File: src/rtl/card_pkg.sv
// Card types and helpers shared by the shoe, hand and display logic.
package card_pkg;

   localparam int DECK_CARDS     = 52;
   localparam int RANKS_PER_SUIT = 13;

   typedef logic [1:0] suit_t;
   typedef logic [3:0] rank_t;

   typedef struct packed {
      suit_t suit;
      rank_t rank;
   } card_t;

   typedef enum logic [1:0] {
      S_IDLE,
      S_SEARCH,
      S_DEAL,
      S_EMPTY
   } shoe_state_t;

   // Slot 0..51 -> {suit, rank 1..13}; each suit is a 13-slot band, so a compare chain replaces the divide.
   function automatic card_t idx_to_card(input logic [5:0] idx);
      card_t card;
      if (idx < 6'(RANKS_PER_SUIT)) begin
         card.suit = 2'd0;
         card.rank = rank_t'(idx + 6'd1);
      end else if (idx < 6'(2 * RANKS_PER_SUIT)) begin
         card.suit = 2'd1;
         card.rank = rank_t'(idx - 6'(RANKS_PER_SUIT - 1));
      end else if (idx < 6'(3 * RANKS_PER_SUIT)) begin
         card.suit = 2'd2;
         card.rank = rank_t'(idx - 6'(2 * RANKS_PER_SUIT - 1));
      end else begin
         card.suit = 2'd3;
         card.rank = rank_t'(idx - 6'(3 * RANKS_PER_SUIT - 1));
      end
      return card;
   endfunction

endpackage

File: src/rtl/lfsr16.sv
// Free-running 16-bit Fibonacci LFSR (taps 16,14,13,11); loads SEED on reset.
module lfsr16 #(
   parameter logic [15:0] SEED = 16'hACE1
) (
   input  logic        i_clk,
   input  logic        i_reset,
   output logic [15:0] o_value
);

   always_ff @(posedge i_clk) begin
      if (i_reset) begin
         o_value <= SEED;
      end else begin
         o_value <= {o_value[14:0], o_value[15] ^ o_value[13] ^ o_value[12] ^ o_value[10]};
      end
   end

endmodule

File: src/rtl/card_shoe.sv
// 52-card shoe dealing without replacement from a dealt-card mask, using an LFSR start slot.
// Build option CARD_SHOE_AUTO_RESHUFFLE_EN: a draw while empty reshuffles implicitly, then deals.
module card_shoe
   import card_pkg::*;
#(
   parameter logic [15:0] LFSR_SEED = 16'hACE1
) (
   input  logic       i_clk,
   input  logic       i_reset,
   input  logic       i_drawReq,
   input  logic       i_shuffle,
   output logic       o_ready,
   output logic       o_cardValid,
   output logic [5:0] o_card,
   output logic [5:0] o_remaining,
   output logic       o_empty
);

   localparam logic [5:0] DECK     = 6'(DECK_CARDS);
   localparam logic [5:0] LAST_IDX = 6'(DECK_CARDS - 1);

`ifdef CARD_SHOE_AUTO_RESHUFFLE_EN
   localparam bit AUTO_RESHUFFLE = 1'b1;
`else
   localparam bit AUTO_RESHUFFLE = 1'b0;
`endif

   if (LFSR_SEED == 16'd0) begin : g_seed_check
      $error("card_shoe: LFSR_SEED must be nonzero");
   end

   shoe_state_t state;
   logic [DECK_CARDS-1:0] mask;
   logic [5:0]  idx;
   card_t       card;
   logic [15:0] lfsr_value;
   logic [9:0]  unused_lfsr_bits;
   logic [5:0]  start_idx;
   logic        ready_idle;
   logic        take;

   lfsr16 #(.SEED(LFSR_SEED)) u_lfsr (
      .i_clk   (i_clk),
      .i_reset (i_reset),
      .o_value (lfsr_value)
   );

   assign unused_lfsr_bits = lfsr_value[15:6];
   assign start_idx  = (lfsr_value[5:0] >= DECK) ? lfsr_value[5:0] - DECK : lfsr_value[5:0];
   assign ready_idle = (o_remaining != 6'd0) || AUTO_RESHUFFLE;
   assign o_card     = card;

`ifdef CARD_SHOE_AUTO_RESHUFFLE_EN
   // Set for the one cycle between an implicit reshuffle and its search.
   logic reload;
   assign take = (i_drawReq && o_ready) || reload;
`else
   assign take = i_drawReq && o_ready;
`endif

   always_ff @(posedge i_clk) begin
      if (i_reset) begin
         state       <= S_IDLE;
         // NOTE: the mask is a flop vector rather than a RAM, so it can be cleared in a single cycle.
         mask        <= '0;
         idx         <= '0;
         card        <= '0;
         o_cardValid <= 1'b0;
         o_remaining <= DECK;
         o_empty     <= 1'b0;
         o_ready     <= 1'b1;
`ifdef CARD_SHOE_AUTO_RESHUFFLE_EN
         reload      <= 1'b0;
`endif
      end else if (i_shuffle) begin
         // Aborts any search in flight without a pulse; the last card stays on o_card.
         state       <= S_IDLE;
         mask        <= '0;
         o_cardValid <= 1'b0;
         o_remaining <= DECK;
         o_empty     <= 1'b0;
         o_ready     <= 1'b0;
`ifdef CARD_SHOE_AUTO_RESHUFFLE_EN
         reload      <= 1'b0;
`endif
      end else begin
         // NOTE: defaulting valid low every cycle keeps it a single-cycle pulse whatever the state.
         o_cardValid <= 1'b0;
         unique case (state)
            S_IDLE, S_EMPTY: begin
               if (take && o_remaining != 6'd0) begin
                  idx     <= start_idx;
                  o_ready <= 1'b0;
                  state   <= S_SEARCH;
`ifdef CARD_SHOE_AUTO_RESHUFFLE_EN
                  reload  <= 1'b0;
`endif
               end
`ifdef CARD_SHOE_AUTO_RESHUFFLE_EN
               else if (take) begin
                  mask        <= '0;
                  o_remaining <= DECK;
                  o_empty     <= 1'b0;
                  o_ready     <= 1'b0;
                  reload      <= 1'b1;
                  state       <= S_IDLE;
               end
`endif
               else begin
                  o_ready <= ready_idle;
                  if (o_remaining == 6'd0) begin
                     state <= S_EMPTY;
                  end
               end
            end

            S_SEARCH: begin
               if (!mask[idx]) begin
                  mask[idx]   <= 1'b1;
                  o_remaining <= o_remaining - 6'd1;
                  o_empty     <= (o_remaining == 6'd1);
                  card        <= idx_to_card(idx);
                  o_cardValid <= 1'b1;
                  state       <= S_DEAL;
               end else begin
                  idx <= (idx == LAST_IDX) ? 6'd0 : idx + 6'd1;
               end
            end

            S_DEAL: begin
               o_ready <= ready_idle;
               state   <= S_IDLE;
            end
         endcase
      end
   end

endmodule
File: config.mk
export PLATFORM = sky130hd
export DESIGN_NAME = card_shoe
export DESIGN_NICKNAME = d
export VERILOG_FILES = /design/src/rtl/card_pkg.sv /design/src/rtl/lfsr16.sv /design/src/rtl/card_shoe.sv
export SDC_FILE = /design/constraint.sdc
export NUM_CORES = 1
export LEC_CHECK = 0
export CAP_MARGIN = 25
export CORE_MARGIN = 2
export CORE_UTILIZATION = 50
export DETAILED_ROUTE_END_ITERATION = 16
export PLACE_DENSITY = 0.71
export SLEW_MARGIN = 20
export SYNTH_ARGS = -nofsm -noshare
export SYNTH_HDL_FRONTEND = slang
export SYNTH_SLANG_ARGS = --single-unit
File: constraint.sdc
create_clock -name i_clk -period 2.31 [get_ports i_clk]
set_input_delay 0.3465 -clock i_clk [delete_from_list [all_inputs] [get_ports i_clk]]
set_output_delay 0.3465 -clock i_clk [all_outputs]
set_load 0.01 [all_outputs]
## Word-level counts from Yosys, hierarchy flattened

Cells that the tools add are included.

| cells by class | value |
|---|---|
| equality and inequality tests | 9 |
| reduce and logical (&&, ||, !) cells | 15 |
| magnitude comparators | 6 |
| muxes and demuxes | 20 |
| add/sub/neg operators | 6 |
| bitwise operators | 7 |

Operator list:

| cell | number |
|---|---|
| $or A52 B52 Y52 | 1 |
| $mux W6 | 6 |
| $pmux W6 S2 | 1 |
| $sub A4 B4 Y4 const B | 2 |
| $lt A6 B7 Y1 const B | 1 |
| $add A6 B1 Y6 const B | 1 |
| $bmux W1 S6 | 1 |
| $demux W1 S6 | 1 |
| $eq A6 B1 Y1 const B | 1 |
| $eq A6 B6 Y1 const B | 1 |
| $ge A6 B1 Y1 const B | 1 |
| $ge A6 B6 Y1 const B | 1 |
| $logic_not A6 Y1 | 1 |
| $lt A6 B4 Y1 const B | 1 |
| $lt A6 B5 Y1 const B | 1 |
| $lt A6 B6 Y1 const B | 1 |
| $mux W2 | 3 |
| $ne A2 B2 Y1 const B | 3 |
| $pmux W2 S3 | 1 |
| $reduce_bool A6 Y1 | 1 |
| $sub A6 B1 Y6 const B | 1 |
| $sub A6 B6 Y6 const B | 1 |
| $mux W1 | 5 |
| $mux W5 | 1 |
| 16 further kinds | 25 |

| storage, ports and cells | value |
|---|---|
| logic and storage cells | 73 |
| register bits after elaboration | 91 |
| input bits | 4 |
| output and inout port bits | 15 |

## Longest topological paths before layout

Gate-level depths: netlist (run 1).

| depth | value |
|---|---|
| word-level depth | 5 |
| gate-level depth with buffers | 10 |
| depth with buffers taken out | 8 |

## Hierarchy

From an unflattened synthesis (run 1), not the netlist that was laid out.

| second synthesis, totals | value |
|---|---|
| cell total of the unflattened synthesis | 540 |
| area total of the unflattened synthesis | 4664.5 um^2 |

Modules (own cells, without submodules):

| module | area each (um^2) | instances | cells an instance | sequential area each (um^2) |
|---|---|---|---|---|
| card_shoe | 4210.3 | 1 | 504 | 1501.4 |
| lfsr16 | 454.2 | 1 | 36 | 320.3 |

## Worst setup path before layout (run 1)

No wires, ideal clock.

| timing path | value |
|---|---|
| path type | reg-to-reg |
| from | register idx[2] |
| to | register card (netlist bit o_card[4]) |
| arrival time | 2.394 ns |
| library setup time | 0.067 ns |
| stages on the path, launching flop included | 10 |
| buffers on the path | 2 |
| data required time | 2.243 ns |
| path slack | -0.151 ns |
| path through | dfxtp_1 buf_2 buf_2 inv_1 ha_1 a21o_1 a21oi_1 o21ai_0 or4_4 o21ai_2 |

| between the ends | value |
|---|---|
| word-level cells in the longest chain between the ends | 4 |
| elaborated cells between the ends (all ways) | 10 |

RTL lines:

| what | RTL line | text |
|---|---|---|
| start: declaration | card_shoe.sv:34 | `logic [5:0] idx;` |
| start signal: assignment | card_shoe.sv:92 | `idx <= start_idx;` |
| start signal: assignment | card_shoe.sv:126 | `idx <= (idx == LAST_IDX) ? 6'd0 : idx + 6'd1;` |
| $bmux W1 S6 / $lt A6 B6 Y1 (equally long branches) | card_shoe.sv:118, card_pkg.sv:31 |  |
| $mux W1 (not written as such) / $mux W5 (equally long branches) | card_shoe.sv:118, card_pkg.sv:31 |  |
| $not A1 Y1 (no line) / $mux W6 (equally long branches) | -- |  |
| $reduce_and A3 Y1 (no line) / $mux W6 (equally long branches) | -- |  |
| end signal: assignment | card_shoe.sv:122 | `card <= idx_to_card(idx);` |
| end: declaration | card_shoe.sv:35 | `card_t card;` |

Several ways; a longest one is shown, not always the timed one. The select of a mux whose other input is x is not followed.
A chain may end at the register's enable or synchronous reset.

## Final worst setup path (run 1)

| timing path | value |
|---|---|
| from | register idx[0] |
| to | register mask[24] |

| between the ends | value |
|---|---|
| word-level cells in the longest chain between the ends | 5 |
| elaborated cells between the ends (all ways) | 10 |

RTL lines:

| what | RTL line | text |
|---|---|---|
| $lt A6 B7 Y1 (not written as such) / $ge A6 B1 Y1 (equally long branches) | card_shoe.sv:119 | `mask[idx] <= 1'b1;` |
| $logic_and A1 B1 Y1 (not written as such) | card_shoe.sv:119 |  |
| $mux W1 (not written as such) | card_shoe.sv:119 |  |
| $demux W1 S6 | card_shoe.sv:119 |  |
| $or A52 B52 Y52 (no line) | -- |  |
| end signal: assignment | card_shoe.sv:65 | `mask <= '0;` |
| end signal: assignment | card_shoe.sv:78 | `mask <= '0;` |
| end signal: indexed assignment | card_shoe.sv:119 |  |
| end: declaration | card_shoe.sv:33 | `logic [DECK_CARDS-1:0] mask;` |

Several ways; a longest one is shown, not always the timed one. The select of a mux whose other input is x is not followed.

==> results_dict.tcl, run 1 <==
set metrics [dict create \
    status "finished, violations left" \
    violations "setup timing" \
    period_share 1.03 \
    combinationalPowerShare 0.174 \
    leakage_uw 0.00187 \
    cts_tree "done" \
    overflow 0 \
    hold_violations 0 \
    synth_most_common_cell "dfxtp_1" \
    cts_root_buf "clkbuf_8" \
    synthFlopType "dfxtp_1" \
    clock_power_share 0.321 \
    fin_crit_ns 2.37 \
    die_w_um 96.0 \
    initial_utilization 0.515 \
    grt_pass1_wl_mm 16.7 \
    ys_ff_latch 91 \
    yosys_warnings 0 \
    drt_iter0_markers 313 \
    setup_viol 57 \
    io_buffers 18 \
    ant_nets 0 \
    fmax_ghz 0.422 \
    switching_share 0.288 \
    dr.pass1.iters 5 \
    cts_sinks 91 \
    irDropWorstVdd_mv 0.314 \
    async_flop_share 0 \
    cp_cell_sequence "buf_6 > mux4_2 > mux2_2 > a22oi_2 > nand4_4 > nor2_4 > buf_12 > a32o_1" \
    cp_top_family "multiplexers" \
    first_global_vias 3308 \
    hold-worst-slack_ns 0.420 \
    ys_top_cells_by_count "dfxtp_1 (91), a32o_1 (46), nor2_1 (26)" \
    power_density_nw_per_um2 636 \
    worstMarginPinSlew_ns 0.637 \
    clockBufferDepth 2 \
    wl_per_cell_um 19.3 \
    areaGrowthSynthToFinish_pct 20.9 \
    synth.area.top_cells "dfxtp_1 (43%), a32o_1 (11%), mux4_2 (6.9%)" \
    grt_max_degree 49 \
    nets 478 \
    clock_skew_ns 0.0121 \
    ioPinCount 19 \
    cp_num_buf_inv 2 \
    crit_slowest_cell "mux4_2" \
    dieArea_um2 9210 \
    worst-setup-path-type "flop to flop" \
    gp_congestion 0.928 \
    grtUsageTotal 0.238 \
    fillCellCount 684 \
    remaining_drc_errors 0 \
    cts_hold_buf 0 \
    clk_latency_ns 0.35 \
    synthDominantCellAreaShare 0.431 \
    viasPerCell 6.35 \
    die_h_um 96.0 \
    syn_avg_cell_area_um2 10.2 \
    power.internal_uw 2320 \
    arrival_ns 2.66 \
    worst-path-max-fanout 48 \
    drt-total-wl_mm 11.0 \
    numCtsBuffers 9 \
    max_stage_delay_ns 0.50 \
    switchingPower_uw 937 \
    ys_types 58 \
    netlist_instances 416 \
    required_ns 2.60 \
    clk_pin_slew_ns 0.09 \
    cp-start-kind "flop" \
    seq_area_frac_synth 0.431 \
    dp_hpwl_mm 7.31 \
    relSlewSlack 0.573 \
    min_path_type "flop to flop" \
    syn-cell-area_um2 4230 \
    vias 3604 \
    drive_above_1_share 0.251 \
    rsz0062_at_grt "yes" \
    antenna_found_initial 0 \
    htree_levels 3 \
    slew_violations 0 \
    seqPwrFrac 0.505 \
    end_kind "flop" \
    drv_cap 0 \
    num_rows 33 \
    fin_ws_ns -0.0598 \
    dp_slack_ns -0.130 \
    synth_nets 436 \
    synth_top_cell_by_area "dfxtp_1" \
    synth_edf_count 0 \
    antenna_cells 0 \
    core_um2 8220 \
]
worst register-to-register path: stages (launching register included):
cell,delay [ns]
dfxtp_2,0.36
buf_6,0.12
mux4_2,0.50
mux2_2,0.29
a22oi_2,0.24
nand4_4,0.18
nor2_4,0.14
buf_12,0.23
a32o_1,0.25
cells by family after synthesis:
group / after synthesis / share of synthesized area
DFF: 91 / 0.431
muxes: 21 / 0.0893
xor gates and xnor gates: 7 / 0.0145
adders and majority gates: 16 / 0.0473
and+or+nand+nor: 102 / 0.124
AOI/OAI and AO/OA: 123 / 0.232
buffers and inverters: 56 / 0.0618
layout make-up:
class	count	area (um2)	share of cell area
multi-input cells	269	2260	0.442
flip-flops and latches	91	1820	0.357
repair buffers	66	624	0.122
clock buffers	11	151	0.0296
well taps	105	131	0.0257
inverters	21	78.8	0.0154
clock inverters	5	45.0	0.00881
metal layers:
layer / part of all wire / vias up / routed length (um) / track usage
li1: - / 1673 / - / -
met3: 0.059 / 20 / 641 / 0.0399
met2: 0.49 / 146 / 5310 / 0.391
met4: 0.022 / 0 / 246 / 0.0655
met1: 0.43 / 1765 / 4750 / 0.323
met5: 0 / - / 0 / 0
flip-flops by register name, summed over array words and instances (netlist names):
signal          flops
o_cardValid         1
mask               52
o_ready             1
o_remaining         6
idx                 6
u_lfsr.o_value     16
o_empty             1
state               2
o_card              6
power groups by stage:
stage                     Combinational, uW  Sequential [uW]  Clock [uW]
final                                   566             1640        1050
after global routing                    606             1650        1130
after CTS                               518             1640        1070
after detailed placement                507             1680           0
after global placement                  497             1680           0
after floorplan                         331             1670           0
path summary, 6_finish.rpt:
kind,cells after the start,end,startpoint,slack (ns)
setup / recovery,8,mask[24],idx[0],-0.06
hold / removal,1,u_lfsr.o_value[10],u_lfsr.o_value[9],0.42
setup reg to reg,8,mask[24],idx[0],-0.06
hold reg to reg,1,u_lfsr.o_value[10],u_lfsr.o_value[9],0.42
repair_timing:
action | in CTS | in global routing
pin swaps | 13 | 9
gates resized for setup | 8 | 23
gates cloned | 0 | 2
setup endpoints to repair | 64 | 71
setup buffers | 0 | 1
layout by cell type (no fill, tap or decap), drive strengths merged, types with 16 or more instances in the layout:
cell / n
dfxtp: 91
a32o: 46
buf: 46
nor2: 26
inv: 23
nand2: 22
a21oi: 20
clkdlybuf4s50: 18
ha: 16
per-stage QoR:
| stage | cell area [um2] | power (uW) | utilization | TNS, ns | cells |
|---|---|---|---|---|---|
| after global routing | 5110 | 3380 | 0.622 | -6.26 | 568 |
| after detailed placement | 4750 | 2180 | 0.578 | -5.60 | 549 |
| after floorplan | 4240 | 2000 | - | 0 | 416 |
| final | 5110 | 3250 | 0.622 | -0.805 | 568 |
| after global placement | 4750 | 2170 | 0.578 | -2.96 | 549 |
| after CTS | 4980 | 3230 | 0.606 | -1.93 | 565 |
(Power assumes the default switching activity.)
==> run 2: changes to the inputs <==
REMOVE_ABC_BUFFERS = 1   (was default)
==> results_dict.tcl, run 2 (synthesis results as in run 1) <==
set metrics [dict create \
    status "finished, violations left" \
    violations "setup timing" \
    core_um2 8220 \
    overflow 0 \
    ioPinCount 19 \
    die_h_um 96.0 \
    clockBufferDepth 2 \
    wl_per_cell_um 20.3 \
    dp_hpwl_mm 7.53 \
    max_stage_delay_ns 0.52 \
    clk_latency_ns 0.37 \
    r2r-start "idx[1]" \
    required_ns 2.62 \
    grt_max_degree 49 \
    gp_congestion 0.978 \
    die_w_um 96.0 \
    ant_nets 0 \
    power_uw 3300 \
    crit_slowest_cell "mux4_2" \
    worst-path-max-fanout 12 \
    worstMarginPinSlew_ns 1.07 \
    io_buffers 18 \
    reg.largest.list "mask x52, u_lfsr.o_value x16" \
    period_share 1.04 \
    drv_cap 0 \
    num_rows 33 \
    drive_above_1_share 0.262 \
    hold_violations 0 \
    fin_crit_ns 2.39 \
    antenna_cells 0 \
    vias 3655 \
    numCtsBuffers 9 \
    setup_viol 66 \
    power_density_nw_per_um2 626 \
    viasPerCell 6.37 \
    irDropWorstVdd_mv 0.355 \
    min_path_type "flop to flop" \
    areaGrowthSynthToFinish_pct 24.6 \
    dr.pass1.iters 5 \
    leakage_uw 0.00193 \
    cp_top_family "multiplexers" \
    reg2regPathDepth 8 \
    first_global_vias 3483 \
    remaining_drc_errors 0 \
    layout_commonest_cell "dfxtp_1" \
    drt_iter0_markers 283 \
    arrival_ns 2.71 \
    fin_ws_ns -0.0849 \
    rsz0062_at_grt "yes" \
    relSlewSlack 0.284 \
    grt_pass1_wl_mm 18.0 \
    cts_root_buf "clkbuf_8" \
    drt-total-wl_mm 11.6 \
    cts_sinks 91 \
    rr_endpoint "mask[20]" \
    end_kind "flop" \
    holdPathStages 1 \
    largest_reg_flops 52 \
    worstHoldStart "u_lfsr.o_value[6]" \
    cts_tree "done" \
    slew_violations 0 \
    whs_endpoint "u_lfsr.o_value[7]" \
    final_core_util 0.642 \
    initial_utilization 0.515 \
    cp_num_buf_inv 2 \
    r2r_slack_ns -0.08 \
    htree_levels 3 \
    nets 484 \
    grtUsageTotal 0.259 \
    dieArea_um2 9210 \
    antenna_found_initial 0 \
    cp_cell_sequence "mux4_2 > mux2i_1 > o2111a_1 > nand4_4 > nor2_4 > buf_6 > buf_16 > a32o_1" \
    top_register "mask" \
    fmax_ghz 0.418 \
    cp-start-kind "flop" \
    clk_pin_slew_ns 0.10 \
    clock_skew_ns 0.0105 \
    most-common-layout-cells "dfxtp_1 (89), a32o_1 (46), buf_4 (38)" \
    worst-setup-path-type "flop to flop" \
]
-- run 2: cell types whose count changed in the layout (fill, tap and decap cells not counted), moves of 2 or more --
cell and change:
buf_4 -2, nand3_1 +2, a31oi_4 +3, buf_6 +5, a31oi_1 -4, nand3_2 -2, a21oi_2 -3, clkbuf_8 -2
a21oi_1 +3
-- run 2: final cells by class --
class | instances | area, um2
Fill cell | 619 | 2950
Multi-Input combinational cell | 269 | 2320
Sequential cell | 91 | 1820
Timing Repair Buffer | 72 | 733
Tap cell | 105 | 131
Clock buffer | 9 | 124
Inverter | 21 | 78.8
Clock inverter | 7 | 58.8
-- run 2: worst max-delay path by stage --
stage | start | endpoint | slack (ns) | cells after the start
CTS | idx[0] | mask[41] | -0.08 | 9
finish | idx[1] | mask[20] | -0.08 | 8
detailed placement | idx[0] | mask[12] | -0.16 | 8
floorplan | idx[0] | mask[0] | -1.67 | 6
global route | idx[0] | mask[49] | -0.19 | 9
global placement | idx[0] | mask[33] | -0.09 | 8
-- run 2: repair_timing --
item / 4_1_cts / 5_1_grt
hold buffers: 0 / 0
buffers inserted: 4 / 2
gates resized for setup: 25 / 23
pin swaps: 8 / 30
endpoints found under the setup margin: 69 / 73
gates cloned: 2 / 4
-- run 2: metal layers --
layer	vias up	part of all wire	global-route usage	wire [um]
met1	1808	0.43	0.352	5040
met5	-	0	0	0
met3	25	0.063	0.0509	739
met2	130	0.48	0.392	5580
li1	1692	-	-	-
met4	0	0.024	0.130	285
-- run 2: worst register-to-register path: stages, from the launching register on --
cell,delay [ns]
dfxtp_2,0.42
mux4_2,0.52
mux2i_1,0.31
o2111a_1,0.30
nand4_4,0.17
nor2_4,0.15
buf_6,0.15
buf_16,0.15
a32o_1,0.18
-- run 2: power by group --
part | total [uW] | internal, uW | switching (uW)
clock network | 1040 | 409 | 632
registers | 1640 | 1610 | 33.6
logic | 615 | 272 | 343
total | 3300 | 2290 | 1010
-- run 2: stage by stage --
step	worst slack [ns]	setup TNS, ns	cell area (um2)	std cells	hold WS (ns)
4_1_cts	-0.0825	-4.05	5050	568	0.431
5_1_grt	-0.187	-10.75	5270	574	0.441
6_report	-0.0849	-3.42	5270	574	0.425
3_5_place_dp	-0.161	-7.40	4720	546	0.403
2_1_floorplan	-1.67	-90.84	4050	381	0.389
3_3_place_gp	-0.0920	-4.50	4720	546	0.396
